**src/rtl/multi_nozzle_filler.sv**
```systemverilog
// Batch bottle filler: conveyor indexes NOZZLES bottles, fills each to a pulse target, then moves the batch out.
// Outputs decode from registered state in the same cycle. Valve gating uses registered counts. No backpressure: inputs are sampled every clk.
module multi_nozzle_filler #(
   parameter int NOZZLES       = 4,
   parameter int TARGET_W      = 8,
   parameter int ALIGN_CYCLES  = 5,
   parameter int SETTLE_CYCLES = 4,
   parameter int FILL_TIMEOUT  = 255,
   parameter int MOVE_TIMEOUT  = 64,
   parameter int CNT_W         = 16
) (
   input  logic                clk,
   input  logic                reset_n,
   input  logic                start,
   input  logic [NOZZLES-1:0]  bottle_sensor,
   input  logic [NOZZLES-1:0]  flow_pulse,
   input  logic [TARGET_W-1:0] fill_target,
   input  logic                exit_sensor,
   input  logic                jam_sensor,
   input  logic                estop,
   input  logic                fault_ack,
   output logic                conveyor_on,
   output logic [NOZZLES-1:0]  valve_open,
   output logic                alarm,
   output logic [1:0]          fault_code,
   output logic                busy,
   output logic [CNT_W-1:0]    bottle_count
);

   localparam int T_A    = (ALIGN_CYCLES > SETTLE_CYCLES) ? ALIGN_CYCLES : SETTLE_CYCLES;
   localparam int T_B    = (FILL_TIMEOUT > MOVE_TIMEOUT) ? FILL_TIMEOUT : MOVE_TIMEOUT;
   localparam int T_MAX  = (T_A > T_B) ? T_A : T_B;
   localparam int TMR_W  = $clog2(T_MAX + 1);
   localparam int SUM_W  = CNT_W + 5;

   localparam logic [1:0] FC_NONE  = 2'b00;
   localparam logic [1:0] FC_JAM   = 2'b01;
   localparam logic [1:0] FC_ESTOP = 2'b10;
   localparam logic [1:0] FC_FILL  = 2'b11;

   typedef enum logic [2:0] {
      S_IDLE,
      S_RUN,
      S_ALIGN,
      S_FILL,
      S_SETTLE,
      S_MOVE_OUT,
      S_FAULT
   } state_t;

   state_t                            state_q, state_d;
   logic [TMR_W-1:0]                  tmr_q, tmr_d;
   logic [NOZZLES-1:0]                mask_q, mask_d;
   logic [TARGET_W-1:0]               tgt_q, tgt_d;
   logic [NOZZLES-1:0][TARGET_W-1:0]  cnt_q, cnt_d;
   logic [1:0]                        fault_code_q, fault_code_d;
   logic [CNT_W-1:0]                  count_q, count_d;

   logic [NOZZLES-1:0]                valve_vec;
   logic                              pending;
   logic [3:0]                        pop;
   logic [SUM_W-1:0]                  sum;

   // A valve stays open only while its nozzle is still below target.
   always_comb begin
      valve_vec = '0;
      pop       = '0;
      for (int i = 0; i < NOZZLES; i++) begin
         valve_vec[i] = (state_q == S_FILL) && mask_q[i] && (cnt_q[i] < tgt_q);
         pop          = pop + 4'(mask_q[i]);
      end
      pending = |valve_vec;
      sum     = SUM_W'(count_q) + SUM_W'(pop);
   end

   always_comb begin
      state_d      = state_q;
      mask_d       = mask_q;
      tgt_d        = tgt_q;
      cnt_d        = cnt_q;
      fault_code_d = fault_code_q;
      count_d      = count_q;

      if (state_q == S_FILL) begin
         for (int i = 0; i < NOZZLES; i++) begin
            if (valve_vec[i] && flow_pulse[i] && (cnt_q[i] != {TARGET_W{1'b1}}))
               cnt_d[i] = cnt_q[i] + TARGET_W'(1);
         end
      end

      case (state_q)
         S_IDLE: begin
            if (start && !estop)
               state_d = S_RUN;
         end
         S_RUN: begin
            if (&bottle_sensor)
               state_d = S_ALIGN;
            else if (!start)
               state_d = S_IDLE;
         end
         S_ALIGN: begin
            if (tmr_q == TMR_W'(ALIGN_CYCLES - 1)) begin
               mask_d  = bottle_sensor;
               tgt_d   = fill_target;
               cnt_d   = '0;
               state_d = S_FILL;
            end
         end
         S_FILL: begin
            if (!pending)
               state_d = S_SETTLE;
            else if (tmr_q == TMR_W'(FILL_TIMEOUT - 1)) begin
               state_d      = S_FAULT;
               fault_code_d = FC_FILL;
            end
         end
         S_SETTLE: begin
            if (tmr_q == TMR_W'(SETTLE_CYCLES - 1))
               state_d = S_MOVE_OUT;
         end
         S_MOVE_OUT: begin
            if (exit_sensor) begin
               if (sum > SUM_W'({CNT_W{1'b1}}))
                  count_d = '1;
               else
                  count_d = sum[CNT_W-1:0];
               state_d = start ? S_RUN : S_IDLE;
            end else if (tmr_q == TMR_W'(MOVE_TIMEOUT - 1)) begin
               state_d      = S_FAULT;
               fault_code_d = FC_JAM;
            end
         end
         S_FAULT: begin
            if (fault_ack && !estop && !jam_sensor) begin
               state_d      = S_IDLE;
               fault_code_d = FC_NONE;
            end
         end
         default: state_d = S_IDLE;
      endcase

      // Hard faults override whatever the state logic chose, including a batch completion.
      if (state_q != S_FAULT) begin
         if (estop) begin
            state_d      = S_FAULT;
            fault_code_d = FC_ESTOP;
            count_d      = count_q;
         end else if (jam_sensor) begin
            state_d      = S_FAULT;
            fault_code_d = FC_JAM;
            count_d      = count_q;
         end
      end

      if (state_d != state_q)
         tmr_d = '0;
      else if (tmr_q != {TMR_W{1'b1}})
         tmr_d = tmr_q + TMR_W'(1);
      else
         tmr_d = tmr_q;
   end

   always_ff @(posedge clk or negedge reset_n) begin
      if (!reset_n) begin
         state_q      <= S_IDLE;
         tmr_q        <= '0;
         mask_q       <= '0;
         tgt_q        <= '0;
         cnt_q        <= '0;
         fault_code_q <= FC_NONE;
         count_q      <= '0;
      end else begin
         state_q      <= state_d;
         tmr_q        <= tmr_d;
         mask_q       <= mask_d;
         tgt_q        <= tgt_d;
         cnt_q        <= cnt_d;
         fault_code_q <= fault_code_d;
         count_q      <= count_d;
      end
   end

   assign conveyor_on  = (state_q == S_RUN) || (state_q == S_MOVE_OUT);
   assign valve_open   = valve_vec;
   assign alarm        = (state_q == S_FAULT);
   assign busy         = (state_q != S_IDLE) && (state_q != S_FAULT);
   assign fault_code   = fault_code_q;
   assign bottle_count = count_q;

endmodule

```
**config.mk**
```make
export PLATFORM = sky130hd
export DESIGN_NAME = multi_nozzle_filler
export DESIGN_NICKNAME = d
export VERILOG_FILES = /design/src/rtl/multi_nozzle_filler.sv
export SDC_FILE = /design/constraint.sdc
export NUM_CORES = 1
export LEC_CHECK = 0
export BUFFER_PORTS_ARGS = -buffer_cell sky130_fd_sc_hd__buf_2
export CAP_MARGIN = 40
export CORE_MARGIN = 5
export CORE_UTILIZATION = 49
export CTS_CLUSTER_SIZE = 10
export DETAILED_ROUTE_END_ITERATION = 8
export PLACE_DENSITY = 0.79
export SLEW_MARGIN = 30
export SYNTH_ARGS = -nofsm -noshare
export SYNTH_HDL_FRONTEND = slang
export SYNTH_SLANG_ARGS = --single-unit
```
**constraint.sdc**
```tcl
create_clock -name clk -period 4.75 [get_ports clk]
set_input_delay 0.7125 -clock clk [delete_from_list [all_inputs] [get_ports clk]]
set_output_delay 0.7125 -clock clk [all_outputs]
set_load 0.02 [all_outputs]
```
=== Word level (Yosys, flattened, before mapping) ===
Index checks and enable logic that the tools add are counted.

* Add/subtract/negate cells: 9
* $lt $le $gt $ge: 5
* Equal/unequal tests: 19
* Mux-type cells: 39
* Reduce and logical (&&, ||, !) cells: 30

{| class="wikitable"
|+ Operator list
! operator !! count
|-
| two-way mux 16 bit || 6
|-
| two-way mux 32 bit || 3
|-
| two-way mux 8 bit || 6
|-
| adder 8 x 1 -> 8 bit, second input constant || 5
|-
| != test 8 bit, second input constant || 5
|-
| two-way mux 3 bit || 13
|-
| < comparator 8 bit || 4
|-
| one-hot mux 3 bit (7 select lines) || 1
|-
| logical AND 1 bit || 20
|-
| adder 16 x 4 -> 17 bit || 1
|-
| > comparator 17 x 16 -> 1 bit, second input constant || 1
|-
| two-way mux 2 bit || 8
|-
| equality test 3 bit, second input constant || 3
|-
| equality test 8 x 2 -> 1 bit, second input constant || 1
|-
| equality test 8 x 3 -> 1 bit, second input constant || 1
|-
| equality test 8 x 6 -> 1 bit, second input constant || 1
|-
| equality test 8 bit, second input constant || 1
|-
| equality test 3 x 2 -> 1 bit, second input constant || 2
|-
| one-hot mux 2 bit (3 select lines) || 1
|-
| adder 3 x 1 -> 4 bit || 1
|-
| != test 2 bit, second input constant || 2
|-
| AND reduction 2 bit || 2
|-
| AND reduction 4 bit || 1
|-
| OR reduction 4 bit || 1
|-
| other kinds (11) || 12
|}

* Register bits after elaboration: 73
* Bits of input ports: 23
* Output and inout bits: 25
* Word-level logic and storage cells: 112

=== Logic depth before layout (Yosys ltp) ===
Gate-level depths: netlist of run 1.

* Word-level depth: 11
* Gate-level depth with buffers: 10
* Mapped depth without buffers: 10

=== Least setup slack after synthesis of run 1 ===
Ideal clock, no wire load.

* Path kind: register to register
* From: reg count_q[0], in the netlist bottle_count[0]
* To: reg count_q[10], in the netlist bottle_count[10]
* Setup time: 83 ps
* Data arrival time: 2562 ps
* Data required time: 4667 ps
* Setup slack: 2106 ps
* Cell stages (with the launch flop): 10
* Path buffers: 0
* Clock period less this slack: 2644 ps
* Path through: dfrtp_1 -> fa_1 -> inv_1 -> fa_1 -> inv_1 -> fa_1 -> nand3_1 -> nor3_1 -> nand2_1 -> o21ai_0

* Word-level cells in the longest chain between the ends: 8

{| class="wikitable"
|+ Ends and longest elaborated chain
! element !! line !! RTL
|-
| start, declared || 57 || <nowiki>logic [CNT_W-1:0] count_q, count_d;</nowiki>
|-
| start signal, assigned || 180 || <nowiki>count_q <= count_d;</nowiki>
|-
| adder 16 x 4 -> 17 bit * || 73 || <nowiki>sum = SUM_W'(count_q) + SUM_W'(pop);</nowiki>
|-
| > comparator 17 x 16 -> 1 bit || 124 || <nowiki>if (sum > SUM_W'({CNT_W{1'b1}}))</nowiki>
|-
| two-way mux 16 bit * || 124 ||
|-
| two-way mux 16 bit * || 123 || <nowiki>if (exit_sensor) begin</nowiki>
|-
| two-way mux 16 bit * || 91 || <nowiki>case (state_q)</nowiki>
|-
| two-way mux 16 bit || 149 || <nowiki>end else if (jam_sensor) begin</nowiki>
|-
| two-way mux 16 bit || 145 || <nowiki>if (estop) begin</nowiki>
|-
| two-way mux 16 bit * || 144 || <nowiki>if (state_q != S_FAULT) begin</nowiki>
|}

Mark *: on every way between the ends. The rest lies on a longest branch, timed or not. The select of a mux whose other input is x is not followed.
A chain may end at the register's enable or synchronous reset.

=== Final worst setup path of run 1 ===
Same ends and word-level chain as after synthesis.

==> reports/qor.txt, run 1 <==
POWER
--------------------------------------------------------------------------------
Leakage power of the design                                           0.00259 uW
VDD IR max                                                                248 uV
Total power after layout                                                 1800 uW
Power density relative to cell area                                   346 nW/um2

SYNTH
--------------------------------------------------------------------------------
Syn_nets                                                                     549
Largest cells by area after synthesis                               sky130_fd_sc_hd__dfrtp_1, sky130_fd_sc_hd__ha_1, sky130_fd_sc_hd__xor2_1
Number of unique standard cell types used by synthesis                        63
Synthesized area divided by synthesized cell count                      9.54 um2
Cell Area, Synth                                                        4650 um2
Post-synth top area cell                                            sky130_fd_sc_hd__dfrtp_1
Gate count of the mapped netlist                                             487
Fraction of synthesized cell area taken by the top area cell type          0.393
Predominant post-synthesis flop cell                                sky130_fd_sc_hd__dfrtp_1
Register area share after synthesis                                        0.393
Warnings, synthesis                                                            0
Number of synthesized flops with an enable pin                                 0
Total of flip-flops plus latches after synthesis                              73
Async SR Flop Fraction                                                      1.00

CELLS AND AREA
--------------------------------------------------------------------------------
Area added between synthesis and finish                                    11.7%
Number of non-filler instances in the completed layout                       666
Number of antenna diodes                                                       0
FF+latch area                                                           1830 um2
Multi-input gate area in the final layout                               2630 um2
Net count, final                                                             594
Total of fill cells in the finished design                                   818
Post-route cell area                                                    5190 um2
Fraction of final layout cells with drive strength greater than 1          0.175

TIMING
--------------------------------------------------------------------------------
Max transition margin                                                      0.507
Unrepaired setup endpoints after global routing                            false
Fin Setup TNS                                                               0 ns
Final min period                                                         2.94 ns
Worst setup skew after layout                                         0.00641 ns
Setup WS post-layout                                                     1.81 ns
Worst-Margin Slew                                                       0.737 ns
Endpoints failing setup                                                        0
Number of hold violations in the final report                                  0
Fraction of the cycle the final worst path needs                           0.620
Max-slew violation total from the final report                                 0
Maximum achievable frequency                                             340 MHz

CRITICAL PATH
--------------------------------------------------------------------------------
Startpoint type of the worst setup path                                     flop
Worst path top cell family by delay                                  adder cells
Critical path's largest stage delay                                      0.56 ns
CP endpoint kind                                                            flop
Most used cell, CP                                                  sky130_fd_sc_hd__fa_1
CP max-delay cell                                                   sky130_fd_sc_hd__fa_1
Critical-path cell list                                             fa_1 > inv_1 > fa_1 > inv_1 > fa_1 > nand3_1 > nor3_1 > nand2_1 > o21ai_0
Critical path peak fanout                                                     10
Worst Setup Path Type                                                    reg2reg
Data arrival time of the critical path                                   3.22 ns
Buffers & Inverters on Critical Path                                           2
Required time worst endpoint                                             5.03 ns

FLOORPLANNING
--------------------------------------------------------------------------------
Core area                                                               9240 um2
Area of the die                                                        11500 um2
Standard-cell rows                                                            35
Initial core utilization                                                   0.503
Die span in y                                                             107 um
Horizontal extent of the die                                              107 um
# IOs                                                                         48

CLOCKING
--------------------------------------------------------------------------------
Number of CTS-inserted buffers                                                 9
Buffer type at the clock tree root                                  sky130_fd_sc_hd__clkbuf_8
Number of gates given a new drive strength after cts                           0
Clock H-tree levels                                                            3
Setup Buffers After CTS                                                        0
Maximum clock path buffer count                                                2
Clock tree from TritonCTS                                                  built
Clk sinks                                                                     73
Clock slew at reported path FFs                                          0.08 ns
Latest clock arrival within the worst-skew pair                          0.35 ns
CTS Hold Bufs                                                                  0

PLACEMENT
--------------------------------------------------------------------------------
Number of cells after detailed placement                                     650
Area after DPL                                                          4960 um2
Final weighted congestion in routability-driven placement                  0.861
Placed wire-length estimate                                              7690 um
Port-buffer cells                                                             47
Worst slack after detailed placement                                     1.85 ns

GRT
--------------------------------------------------------------------------------
Number of global-route vias before repair                                   3786
Aggregate global-route resource usage                                      0.191
Wire length of the first global-routing pass                            17900 um
Aggregate global routing overflow                                              0
Number of antenna violations at the first check in global routing              0
Maximum number of pins on one net before global-route repair                  48

ROUTING
--------------------------------------------------------------------------------
Via count                                                                   3781
First-pass DRT Iterations                                                      5
Overall routed net length                                               10400 um
Number of remaining DRC errors                                                 0
Routed wire length per instance                                          15.6 um
Detailed Route Iter0 Violations                                              184
DR vias/cell                                                                5.68
Antenna Violating Nets Remaining                                               0

STATUS
--------------------------------------------------------------------------------
Outcome                                                             finished, final reports clean

JOB
--------------------------------------------------------------------------------
Max-cap violations                                                             0

WORST HOLD PATH
--------------------------------------------------------------------------------
Path type of the worst min-delay path                                   in2async

-- path summary, 6_finish.rpt --
kind / startpoint / endpoint / slack [ns] / cells after the start
max: bottle_count[0] / bottle_count[10] / 1.81 / 9
max reg2reg: bottle_count[0] / bottle_count[10] / 1.81 / 9
min reg2reg: bottle_count[4] / bottle_count[4] / 0.52 / 1
min in group clk: bottle_count[4] / bottle_count[4] / 0.52 / 1
max in group asynchronous: reset_n / tmr_q[0] / 3.61 / 2
min: reset_n / cnt_q[17] / 0.37 / 1
-- metrics by stage --
| step | utilization | hold WS [ns] |
|---|---|---|
| final | 0.562 | 0.369 |
| after global routing | 0.562 | 0.410 |
| after CTS | 0.562 | 0.375 |
| after detailed placement | 0.537 | 0.516 |
| after global placement | 0.537 | 0.507 |
| after floorplan | - | 0.417 |
-- cell type report --
cell class,count,area share
Clock buffer,9,0.0239
Multi-Input combinational cell,375,0.507
Sequential cell,73,0.352
Tap cell,129,0.0311
Clock inverter,7,0.0195
Inverter,24,0.0174
Timing Repair Buffer,49,0.0487
-- worst reg2reg max path: cells and delay by family (launching register included) --
kind	cells	cell delay, ns
compound gates	1	0.16
fa+ha+maj	3	1.19
buf+inv	2	0.16
flops	1	0.43
simple gates	3	0.96
-- synth_stat cells, drive strengths merged (8+ instances only) --
cell / n
nand4: 29
xor2: 26
a21oi: 16
nand3: 21
o21ai: 30
and2: 8
buf: 8
and3: 19
ha: 36
nor2: 46
nor3: 12
inv: 24
nand2: 44
or3: 10
dfrtp: 73
-- placed cells by master, fill, tap and decap left out, drive strengths merged, types with 5 or more instances in the layout --
cell     netlist  final
o21ai         30     30
buf            8     49
ha            36     36
nand2         44     44
a31oi          5      5
clkbuf         7      9
a2111oi        5      5
inv           24     27
or3           10     10
nand3         21     21
dfrtp         73     73
mux2i          5      5
xnor2          7      7
xor2          26     26
nor3          12     12
nor2          46     46
a21oi         16     16
and2           8      8
a21o           5      5
and3          19     19
nand4         29     29
-- routing by layer --
| metal | track usage | vias to the layer above | wire length (um) |
|---|---|---|---|
| li1 | - | 1845 | - |
| met1 | 0.248 | 1821 | 4590 |
| met2 | 0.324 | 100 | 5150 |
| met3 | 0.0420 | 15 | 473 |
| met4 | 0.0496 | 0 | 163 |
| met5 | 0 | - | 0 |
-- state kept, by name (all words and copies together) (netlist names) --
register	count
cnt_q	32
bottle_count	16
tgt_q	8
tmr_q	8
mask_q	4
state_q	3
fault_code	2
-- power breakdown --
part           internal, uW  switching (uW)
Clock                   301             255
Sequential              690            62.2
Combinational           189             299
-- cells by family (layout without fill, tap and decap cells) --
group / count (synthesis) / in the layout / share of synthesized area
AO/OA/AOI/OAI: 84 / 84 / 0.128
XOR/XNOR: 33 / 33 / 0.0622
adder cells (fa/ha/maj): 39 / 39 / 0.110
buffers and inverters: 39 / 89 / 0.0420
flip-flops: 73 / 73 / 0.393
multiplexers: 9 / 9 / 0.0205
AND/OR/NAND/NOR: 210 / 210 / 0.245
No activity file was read; power rests on OpenSTA's default activity.
==> run 2, diff against run 1 <==
==> constraint.sdc (replaced) <==
create_clock -name clk -period 2.9 [get_ports clk]
set_input_delay 0.435 -clock clk [delete_from_list [all_inputs] [get_ports clk]]
set_output_delay 0.435 -clock clk [all_outputs]
set_load 0.02 [all_outputs]
==> reports/qor.txt, run 2 (synthesis results as in run 1) <==
CRITICAL PATH
-------------------------------------------------------------------------------------
Required time worst endpoint                                                  3.12 ns
Critical path peak fanout                                                           8
CP max-delay cell                                                        sky130_fd_sc_hd__dfrtp_1
Startpoint type of the worst setup path                                          flop
Critical path's largest stage delay                                           0.41 ns
Data arrival time of the critical path                                        2.81 ns
CP endpoint kind                                                                 flop
Critical-path cell list                                                  ha_1 > nand3_1 > nor4_2 > o32ai_1 > a31oi_1 > mux2_2 > nor3_4 > nor3_2
Worst Setup Path Type                                                         reg2reg

FLOORPLANNING
-------------------------------------------------------------------------------------
# IOs                                                                              48
Area of the die                                                             11500 um2
Horizontal extent of the die                                                   107 um
Core area                                                                    9240 um2
Die span in y                                                                  107 um
Standard-cell rows                                                                 35
Initial core utilization                                                        0.503

TIMING
-------------------------------------------------------------------------------------
Worst setup skew after layout                                              0.00800 ns
Number of hold violations in the final report                                       0
Setup WS post-layout                                                         0.312 ns
Max-slew violation total from the final report                                      0
Fraction of the cycle the final worst path needs                                0.892
Final min period                                                              2.59 ns
Fin Setup TNS                                                                    0 ns
Maximum achievable frequency                                                  386 MHz
Max transition margin                                                           0.548
Worst-Margin Slew                                                            0.678 ns
Unrepaired setup endpoints after global routing                                 false
Endpoints failing setup                                                             0

CELLS AND AREA
-------------------------------------------------------------------------------------
Net count, final                                                                  598
Fraction of final layout cells with drive strength greater than 1               0.181
Area added between synthesis and finish                                         12.6%
Number of antenna diodes                                                            0
Register with the most flip-flops                                               cnt_q
Post-route cell area                                                         5230 um2
Most frequent standard cell in the layout excluding fill and tap cells   sky130_fd_sc_hd__dfrtp_1
Most frequent cells in the layout                                        sky130_fd_sc_hd__dfrtp_1, sky130_fd_sc_hd__buf_2, sky130_fd_sc_hd__nor2_1
Max reg flops                                                                      32

ROUTING
-------------------------------------------------------------------------------------
DR vias/cell                                                                     5.73
Detailed Route Iter0 Violations                                                   182
Antenna Violating Nets Remaining                                                    0
Overall routed net length                                                    10500 um
Number of remaining DRC errors                                                      0
First-pass DRT Iterations                                                           5
Routed wire length per instance                                               15.7 um
Via count                                                                        3839

CLOCKING
-------------------------------------------------------------------------------------
Setup Buffers After CTS                                                             0
Clk sinks                                                                          73
Number of CTS-inserted buffers                                                      9
Latest clock arrival within the worst-skew pair                               0.36 ns
Maximum clock path buffer count                                                     2
Clock tree from TritonCTS                                                       built
Buffer type at the clock tree root                                       sky130_fd_sc_hd__clkbuf_8
CTS Hold Bufs                                                                       0
Clock slew at reported path FFs                                               0.08 ns
Number of gates given a new drive strength after cts                                0
Clock H-tree levels                                                                 3

WORST HOLD PATH
-------------------------------------------------------------------------------------
Path type of the worst min-delay path                                        in2async

GRT
-------------------------------------------------------------------------------------
Aggregate global routing overflow                                                   0
Maximum number of pins on one net before global-route repair                       46
Aggregate global-route resource usage                                           0.192
Wire length of the first global-routing pass                                 17700 um
Number of antenna violations at the first check in global routing                   0
Number of global-route vias before repair                                        3800

JOB
-------------------------------------------------------------------------------------
Max-cap violations                                                                  0

POWER
-------------------------------------------------------------------------------------
VDD IR max                                                                     443 uV
Combinational power share                                                       0.272
Proportion of power drawn by the clock network                                  0.311
Power density relative to cell area                                        561 nW/um2
Total power after layout                                                      2940 uW
Leakage power of the design                                                0.00262 uW
Switching share of power                                                        0.330
Sequential share of power                                                       0.417
P_sw                                                                           970 uW
P_int                                                                         1970 uW

PLACEMENT
-------------------------------------------------------------------------------------
Worst slack after detailed placement                                         0.322 ns
Placed wire-length estimate                                                   7650 um
Port-buffer cells                                                                  47
Final weighted congestion in routability-driven placement                       0.904
Area after DPL                                                               5000 um2

STATUS
-------------------------------------------------------------------------------------
Outcome                                                                  finished, final reports clean

## run 2: final timing paths
check,startpoint,end,slack (ns),depth (start not counted)
worst max-delay path,tmr_q[1],tmr_q[3],0.31,8
worst min-delay path,reset_n,cnt_q[18],0.10,1
worst max register to register,tmr_q[1],tmr_q[3],0.31,8
worst min register to register,bottle_count[4],bottle_count[4],0.52,1
max in group asynchronous,reset_n,cnt_q[4],2.13,2
min in group clk,fill_target[1],tgt_q[1],0.28,3
## run 2: critical path: cells and delay by family, from the launching register on
| kind | cells | cell delay (ns) |
|---|---|---|
| DFF | 1 | 0.41 |
| and+or+nand+nor | 4 | 1.01 |
| muxes | 1 | 0.40 |
| adders and majority gates | 1 | 0.24 |
| AOI/OAI and AO/OA | 2 | 0.40 |
## run 2: per-stage QoR
stage | utilization | cells | hold WS [ns]
after CTS | 0.566 | 670 | 0.118
after global routing | 0.566 | 670 | 0.147
after global placement | 0.542 | 654 | 0.496
final | 0.566 | 670 | 0.105
after floorplan | - | 487 | 0.139
after detailed placement | 0.542 | 654 | 0.512
## run 2: per-layer routing
metal | part of all wire | routed length [um] | GRT usage
met3 | 0.054 | 566 | 0.0576
met5 | 0 | 0 | 0
met2 | 0.49 | 5180 | 0.320
met1 | 0.44 | 4590 | 0.238
met4 | 0.018 | 185 | 0.0631
## run 2: power by group through the flow
stage	Sequential, uW	Combinational, uW	Clock [uW]
floorplan	1220	568	0
global placement	1240	741	0
detailed placement	1240	790	0
CTS	1220	803	930
global route	1240	900	988
finish	1230	798	915
## run 2: layout make-up
type	instances	area, um2
Fill cell	789	4010
Multi-Input combinational cell	375	2630
Sequential cell	73	1830
Timing Repair Buffer	53	293
Tap cell	129	161
Clock buffer	11	151
Inverter	24	90.1
Clock inverter	5	77.6
